--- config.mk ---
export PLATFORM = sky130hd
export DESIGN_NAME = tlut_dot_engine
export DESIGN_NICKNAME = d
export VERILOG_FILES = /design/src/rtl/tlut_dot_engine.sv
export SDC_FILE = /design/constraint.sdc
export NUM_CORES = 1
export LEC_CHECK = 0
export CELL_PAD_IN_SITES_DETAIL_PLACEMENT = 0
export CELL_PAD_IN_SITES_GLOBAL_PLACEMENT = 1
export CORE_AREA = 2 2 186 188
export DETAILED_ROUTE_END_ITERATION = 10
export DIE_AREA = 0 0 188 190
export GPL_ROUTABILITY_DRIVEN = 0
export PLACE_DENSITY_LB_ADDON = 0.15
export RECOVER_POWER = 25
export SLEW_MARGIN = 40
export SYNTH_ARGS = -nofsm -noshare
export SYNTH_HDL_FRONTEND = slang
export SYNTH_SLANG_ARGS = --single-unit
--- constraint.sdc ---
create_clock -name clk -period 32.9 [get_ports clk]
set_input_delay 4.935 -clock clk [delete_from_list [all_inputs] [get_ports clk]]
set_output_delay 4.935 -clock clk [all_outputs]
set_load 0.02 [all_outputs]
--- src/rtl/tlut_dot_engine.sv ---
// Temporal-LUT SIMD dot-product cell: each lane multiplies by repeated addition
// over a shared time counter, then one registered reduction feeds a saturating accumulator.
module tlut_dot_engine #(
   parameter int LANES        = 9,
   parameter int INPUT_WIDTH  = 4,
   parameter int WEIGHT_WIDTH = 4,
   parameter int ACC_WIDTH    = 20,
   parameter int EARLY_EXIT   = 1
) (
   input  logic                          clk,
   input  logic                          rst,
   input  logic                          in_valid,
   output logic                          in_ready,
   input  logic [LANES*INPUT_WIDTH-1:0]  input_bin,
   input  logic [LANES*WEIGHT_WIDTH-1:0] weight_bin,
   input  logic                          acc_clear,
   output logic                          out_valid,
   input  logic                          out_ready,
   output logic [INPUT_WIDTH+WEIGHT_WIDTH+$clog2(LANES)-1:0] dot_out,
   output logic [ACC_WIDTH-1:0]          acc_out,
   output logic                          acc_sat,
   output logic                          busy
);

   localparam int PROD_WIDTH = INPUT_WIDTH + WEIGHT_WIDTH;
   localparam int SUM_WIDTH  = PROD_WIDTH + $clog2(LANES);
   localparam logic [WEIGHT_WIDTH-1:0] FIXED_LAST = WEIGHT_WIDTH'((2 ** WEIGHT_WIDTH) - 2);
   localparam logic [ACC_WIDTH-1:0]    ACC_MAX    = {ACC_WIDTH{1'b1}};

   typedef enum logic [1:0] {IDLE, RUN, TREE, DONE} state_t;

   state_t                        state_reg, state_next;
   logic [WEIGHT_WIDTH-1:0]       t_reg;
   logic [WEIGHT_WIDTH-1:0]       last_reg, last_next;
   logic [LANES*INPUT_WIDTH-1:0]  in_lat_reg;
   logic [LANES*WEIGHT_WIDTH-1:0] w_lat_reg;
   logic                          clr_reg;
   logic [PROD_WIDTH-1:0]         partial_reg [LANES];
   logic [SUM_WIDTH-1:0]          dot_reg, sum_next;
   logic [ACC_WIDTH-1:0]          acc_reg, acc_operand;
   logic [ACC_WIDTH:0]            acc_total;
   logic                          sat_reg;
   logic [WEIGHT_WIDTH-1:0]       max_weight;
   logic                          accept;

   assign in_ready  = (state_reg == IDLE) && !rst;
   assign out_valid = (state_reg == DONE);
   assign busy      = (state_reg != IDLE);
   assign dot_out   = dot_reg;
   assign acc_out   = acc_reg;
   assign acc_sat   = sat_reg;
   assign accept    = in_valid && in_ready;

   always_comb begin
      max_weight = '0;
      for (int l = 0; l < LANES; l++) begin
         if (weight_bin[l*WEIGHT_WIDTH +: WEIGHT_WIDTH] > max_weight)
            max_weight = weight_bin[l*WEIGHT_WIDTH +: WEIGHT_WIDTH];
      end
   end

   // Run length minus one; an all-zero job still spends one cycle in RUN.
   always_comb begin
      last_next = FIXED_LAST;
      if (EARLY_EXIT != 0)
         last_next = (max_weight == '0) ? '0 : max_weight - 1'b1;
   end

   always_comb begin
      state_next = state_reg;
      case (state_reg)
         IDLE: if (accept) state_next = RUN;
         RUN:  if (t_reg == last_reg) state_next = TREE;
         TREE: state_next = DONE;
         DONE: if (out_ready) state_next = IDLE;
         default: state_next = IDLE;
      endcase
   end

   always_ff @(posedge clk) begin
      if (rst) begin
         state_reg  <= IDLE;
         t_reg      <= '0;
         last_reg   <= '0;
         in_lat_reg <= '0;
         w_lat_reg  <= '0;
         clr_reg    <= 1'b0;
      end else begin
         state_reg <= state_next;
         if (accept) begin
            t_reg      <= '0;
            last_reg   <= last_next;
            in_lat_reg <= input_bin;
            w_lat_reg  <= weight_bin;
            clr_reg    <= acc_clear;
         end else if (state_reg == RUN) begin
            t_reg <= t_reg + 1'b1;
         end
      end
   end

   generate
      for (genvar gi = 0; gi < LANES; gi++) begin : g_lane
         logic [INPUT_WIDTH-1:0]  lane_in;
         logic [WEIGHT_WIDTH-1:0] lane_w;
         assign lane_in = in_lat_reg[gi*INPUT_WIDTH +: INPUT_WIDTH];
         assign lane_w  = w_lat_reg[gi*WEIGHT_WIDTH +: WEIGHT_WIDTH];

         always_ff @(posedge clk) begin
            if (rst || accept)
               partial_reg[gi] <= '0;
            else if (state_reg == RUN && lane_w > t_reg)
               partial_reg[gi] <= partial_reg[gi] + PROD_WIDTH'(lane_in);
         end
      end
   endgenerate

   always_comb begin
      sum_next = '0;
      for (int l = 0; l < LANES; l++)
         sum_next = sum_next + SUM_WIDTH'(partial_reg[l]);
   end

   assign acc_operand = clr_reg ? '0 : acc_reg;
   assign acc_total   = {1'b0, acc_operand} + (ACC_WIDTH + 1)'(sum_next);

   // A cleared job also drops the sticky flag unless it saturates on its own.
   always_ff @(posedge clk) begin
      if (rst) begin
         dot_reg <= '0;
         acc_reg <= '0;
         sat_reg <= 1'b0;
      end else if (state_reg == TREE) begin
         dot_reg <= sum_next;
         if (acc_total[ACC_WIDTH]) begin
            acc_reg <= ACC_MAX;
            sat_reg <= 1'b1;
         end else begin
            acc_reg <= acc_total[ACC_WIDTH-1:0];
            sat_reg <= clr_reg ? 1'b0 : sat_reg;
         end
      end
   end

endmodule
---- Word level (Yosys, flattened, before mapping) ----
Memory sizes are Yosys's and may differ from the RTL's.
Index checks and enable logic that the tools add are counted.
storage, ports and cells
  latch bits .............................. 0
  RAM bits ................................ 72
  bits in read-only memories .............. 0
  logic and storage cells ................. 140
  memories kept ........................... 1
  input bits .............................. 77
  bits in registers ....................... 116
operators by class
  $add $sub $neg .......................... 20
  bitwise gates (word level) .............. 9
  $mul .................................... 0
  shift-type cells ........................ 0
  $lt $le $gt $ge ......................... 18
  reduce and logical (&&, ||, !) cells .... 20
  div/mod/pow operators ................... 0
  equality and inequality tests ........... 7
  muxes and demuxes ....................... 56
memories
  memory       words  bits a word  rd ports  clocked after Yosys merged registers in  wr ports  RTL line  text
  partial_reg  9      8            9         0                                        9         38        logic [PROD_WIDTH-1:0] partial_reg [LANES];
operators with widths
  cell                 count
  $add 8x4->8          9
  $mux 8               9
  $gt 4x4->1           17
  $add 12x8->12        4
  $mux 20              2
  $mux 4               10
  $mux 1               31
  $add 20x12->21       1
  $add 11x8->12        1
  $add 10x8->11        1
  $logic_and 1x1->1    11
  $add 9x8->10         1
  $add 8x8->9          1
  $or 1x1->1           9
  $pmux 2 s4           1
  $mux 2               3
  $add 4x1->4 const B  1
  $eq 2x2->1 const B   2
  $eq 4x4->1           1
  $gt 4x1->1 const B   1
  $logic_not 4->1      1
  $ne 2x2->1 const B   2
  $reduce_bool 2->1    2
  $sub 4x1->4 const B  1
  other kinds (8)      8

---- Depth between registers and ports, before layout ----
  word-level depth ........................ 20
  mapped depth ............................ 60
  mapped depth without buffers ............ 60

---- Worst setup path before layout ----
OpenSTA, ideal clock, no wires.
  path type ............................... input to register
  start ................................... input port weight_bin[1]
  end ..................................... register last_reg[3]
  buffers on the path ..................... 1
  arrival time ............................ 15.108 ns
  setup time .............................. 0.069 ns
  path slack .............................. 17.723 ns
  stages on the path ...................... 58
  data required time ...................... 32.831 ns
  cells stage by stage .................... inv_1 -> ha_1 -> nor2b_4 -> o211a_4 -> o21ai_0 -> nand2_1 -> o21ai_0 -> ha_1 -> a211oi_1 -> mux2i_1 -> nand3_1 -> a21oi_1 -> a31oi_1 -> a21oi_1 -> o21ai_0 -> ha_1 -> clkbuf_1 -> nand4_1 -> (+22 left out) -> a41oi_1 -> mux2_2 -> inv_1 -> ha_1 -> o21ai_0 -> nand2_1 -> mux2_4 -> o311ai_4 -> nor2_4 -> mux2_4 -> inv_2 -> ha_1 -> nand2_1 -> mux2_1 -> o311ai_0 -> a31o_2 -> or4_1 -> o21ai_1
between the ends
  word-level cells in the longest chain between the ends .. 20
  elaborated cells between the ends (all ways) .. 21
  those cells by class .................... add/sub: 1; order compare: 9; mux: 10; reduce/logical: 1
ends and longest elaborated chain
  item                                                   RTL line  text
  start, declared                                        15        input logic [LANES*WEIGHT_WIDTH-1:0] weight_bin,
  $gt 4x1->1                                             57        if (weight_bin[l*WEIGHT_WIDTH +: WEIGHT_WIDTH] > max_weight)
  $mux 4 *                                               57
  $gt 4x4->1                                             57
  $mux 4 *                                               57
  $gt 4x4->1                                             57
  $mux 4 *                                               57
  $gt 4x4->1                                             57
  $mux 4 *                                               57
  (+4 left out)                                          --
  $gt 4x4->1                                             57
  $mux 4 *                                               57
  $gt 4x4->1                                             57
  $mux 4 *                                               57
  $gt 4x4->1                                             57
  $mux 4 *                                               57
  $sub 4x1->4 / $logic_not 4->1 (equally long branches)  66        last_next = (max_weight == '0) ? '0 : max_weight - 1'b1;
  $mux 4 *                                               66
  end signal, assigned                                   92        last_reg <= last_next;
  end, declared                                          34        logic [WEIGHT_WIDTH-1:0] last_reg, last_next;
Every way passes the cells marked *; elsewhere a longest branch is shown, timed or not.
A chain may end at the register's enable or synchronous reset.

---- Worst setup path in the final report ----
Same ends and word-level chain as after synthesis.

==> results.ini <==
[yosys]
yosys.area.top_type=dfxtp_1
ys_ff_latch=188
synthArstFlopShare_pct=0
synth_ff_type=dfxtp_1
ys_seq_area_share_pct=33.8
synth_area_mm2=0.0133
syn_nets=1681
synthCells=1419
synth.most_common_cell=nand2_1
synth_top_cells_by_count=166 x nand2_1, 121 x ha_1, 116 x dfxtp_1, 113 x inv_1, 111 x nor2_1
ys_warn_count=0
synth_edf_count=72
synth_top_area_share_pct=17.5
synthTopCellsByArea=dfxtp_1 18%, edfxtp_1 16%, ha_1 11%
synth_cell_types=91
syn_area_per_cell_um2=9.34

[clock_network]
cts.sinks=188
cts_tree=built
cts-resized-gates=0
hold_buffers=0
htreeDepth=4
clk_latency_ns=0.45
root_buffer=clkbuf_16
max-clock-path-buffers=2
cts_made_buffers=17
cts_setup_buffers=0
clk_pin_slew_ns=0.08

[die]
die_h_um=190
core_area_mm2=0.0339
io_pins=113
start_util_pct=39.0
num_rows=68
fp.dieW_um=188
fp.dieArea_mm2=0.0357

[global_routing]
grt_max_degree=89
grt_pass1_wl_um=54600
antenna_found_initial=0
track_usage_pct=19.4
grt_overflow=0
grt_pass1_vias=10000

[sta]
fin_ws_ns=16.40
finalHoldViolCount=0
slew_violations=118
relSlewSlack_pct=-122
timing.final.crit_share_pct=50.1
setup_viol=0
fin_crit_ns=16.50
finalClockSkew_ns=0.0185
rsz0062_at_grt=no
worstMarginPinSlew_ns=3.32
setup_tns_ns=0
timing.fmax_mhz=60.6

[final_layout]
nets=1764
nFillCells=3277
stdcell_count=1970
multiInputGateArea_mm2=0.00814
antennaDiodeCount=0
seq_area_mm2=0.00448
layout-drive-gt1-share_pct=5.87
largest_reg_flops=72
syn_to_final_growth_pct=16.0

[critical_path]
critPathMostFrequentCell=ha_1
reg2reg_to=acc_out[16]$_SDFFE_PP0P_
critical_path_class=primary input to flip-flop
cp-startpoint=weight_bin[1]
path_max_fanout=8
r2r-start=partial_reg[8][2]$_SDFFCE_PN0P_
cp.arrival_ns=16.88
r2r_slack_ns=26.34
crit_end=last_reg[3]$_SDFFE_PP0P_
cp-end-kind=flip-flop
reg2reg_depth=23
cp-start-kind=primary input
crit_required_ns=33.28
cpPeakStageDelay_ns=0.56
critPathSlowestCell=clkdlybuf4s50_1

[route]
vias_per_cell=5.17
ant_nets=0
initialDrtViolationCount=536
drc=0
firstDrtPassIters=5
vias=10200
wl_um=33600
wl_per_cell_um=17.1

[status]
status=complete, but fails checks
violations=capacitance limit, slew limit

[flow_run]
drv_cap=2

[placed_design]
dp_cells=1938
port_buffers=112
pre_cts_slack_ns=16.00
hpwl_um=25600

[min_path]
hold_path_class=flip-flop to flip-flop

==> through the flow <==
stage | utilization [%] | hold WS [ns] | area (um^2)
after detailed placement | 43.6 | 0.457 | 14800
final | 45.3 | 0.465 | 15400
after floorplan | - | 0.440 | 13300
after global placement | 43.6 | 0.455 | 14800
after global routing | 45.3 | 0.494 | 15400
after CTS | 45.3 | 0.469 | 15400
==> critical path: cells and delay by family <==
kind / cells / cell delay [ns]
compound gates: 25 / 4.50
fa+ha+maj: 8 / 2.38
buf+inv: 6 / 0.92
mux: 8 / 2.42
simple gates: 12 / 1.74
==> kinds of logic (layout without fill, tap and decap cells) <==
family / Yosys count / count (layout) / synth area share [%]
buffers and inverters: 169 / 265 / 4.80
AOI/OAI and AO/OA: 321 / 321 / 17.0
muxes: 30 / 30 / 2.45
DFF: 188 / 188 / 33.8
adders and majority gates: 187 / 187 / 21.2
and+or+nand+nor: 460 / 460 / 16.3
xor gates and xnor gates: 64 / 64 / 4.29
==> worst min-delay path by stage <==
stage,from,endpoint,depth (start not counted)
2_1_floorplan,w_lat_reg[10]$_SDFFE_PP0P_,w_lat_reg[10]$_SDFFE_PP0P_,2
6_report,w_lat_reg[14]$_SDFFE_PP0P_,w_lat_reg[14]$_SDFFE_PP0P_,2
5_1_grt,in_lat_reg[16]$_SDFFE_PP0P_,in_lat_reg[16]$_SDFFE_PP0P_,2
3_3_place_gp,w_lat_reg[25]$_SDFFE_PP0P_,w_lat_reg[25]$_SDFFE_PP0P_,2
3_5_place_dp,in_lat_reg[26]$_SDFFE_PP0P_,in_lat_reg[26]$_SDFFE_PP0P_,2
4_1_cts,w_lat_reg[33]$_SDFFE_PP0P_,w_lat_reg[33]$_SDFFE_PP0P_,2
==> placed cells by master, fill, tap and decap left out, types with 15 or more instances in the layout <==
master           Yosys  layout
nor2b_1             62      62
xnor2_1             28      28
nor3_1              31      31
inv_1              113     112
clkbuf_16            0      17
ha_1               121     120
edfxtp_1            72      72
o31ai_1             20      20
xor2_1              35      35
clkdlybuf4s50_1      0      85
nor2_1             111     111
a21oi_1             44      44
dfxtp_1            116     116
dlygate4sd3_1        0      26
a21o_1              17      17
nand2_1            166     166
fa_1                64      64
o21a_1              22      22
o21ai_0             97      97
mux2i_1             18      18
nand2b_1            15      15
nand3_1             27      27
==> routing by layer <==
layer	wire length [um]	GRT usage, %	share of wire [%]	vias to the layer above
li1	-	-	-	5145
met1	16600	27.1	49	4860
met2	15600	31.7	46	164
met3	1040	2.71	3.1	20
met4	393	4.63	1.2	0
met5	0	0	0	-
==> area by class of cell <==
type | instances | share of cell area [%]
clock inverter | 15 | 1.13
tap | 455 | 3.70
clock buffer | 17 | 2.77
sequential | 188 | 29.2
multi-input combinational | 1062 | 52.9
inverter | 114 | 2.78
timing repair buffer | 119 | 7.56
Power is left out: the tool's default activity adds up to more than one toggle a clock period on the data nets, which glitch-free logic cannot reach.
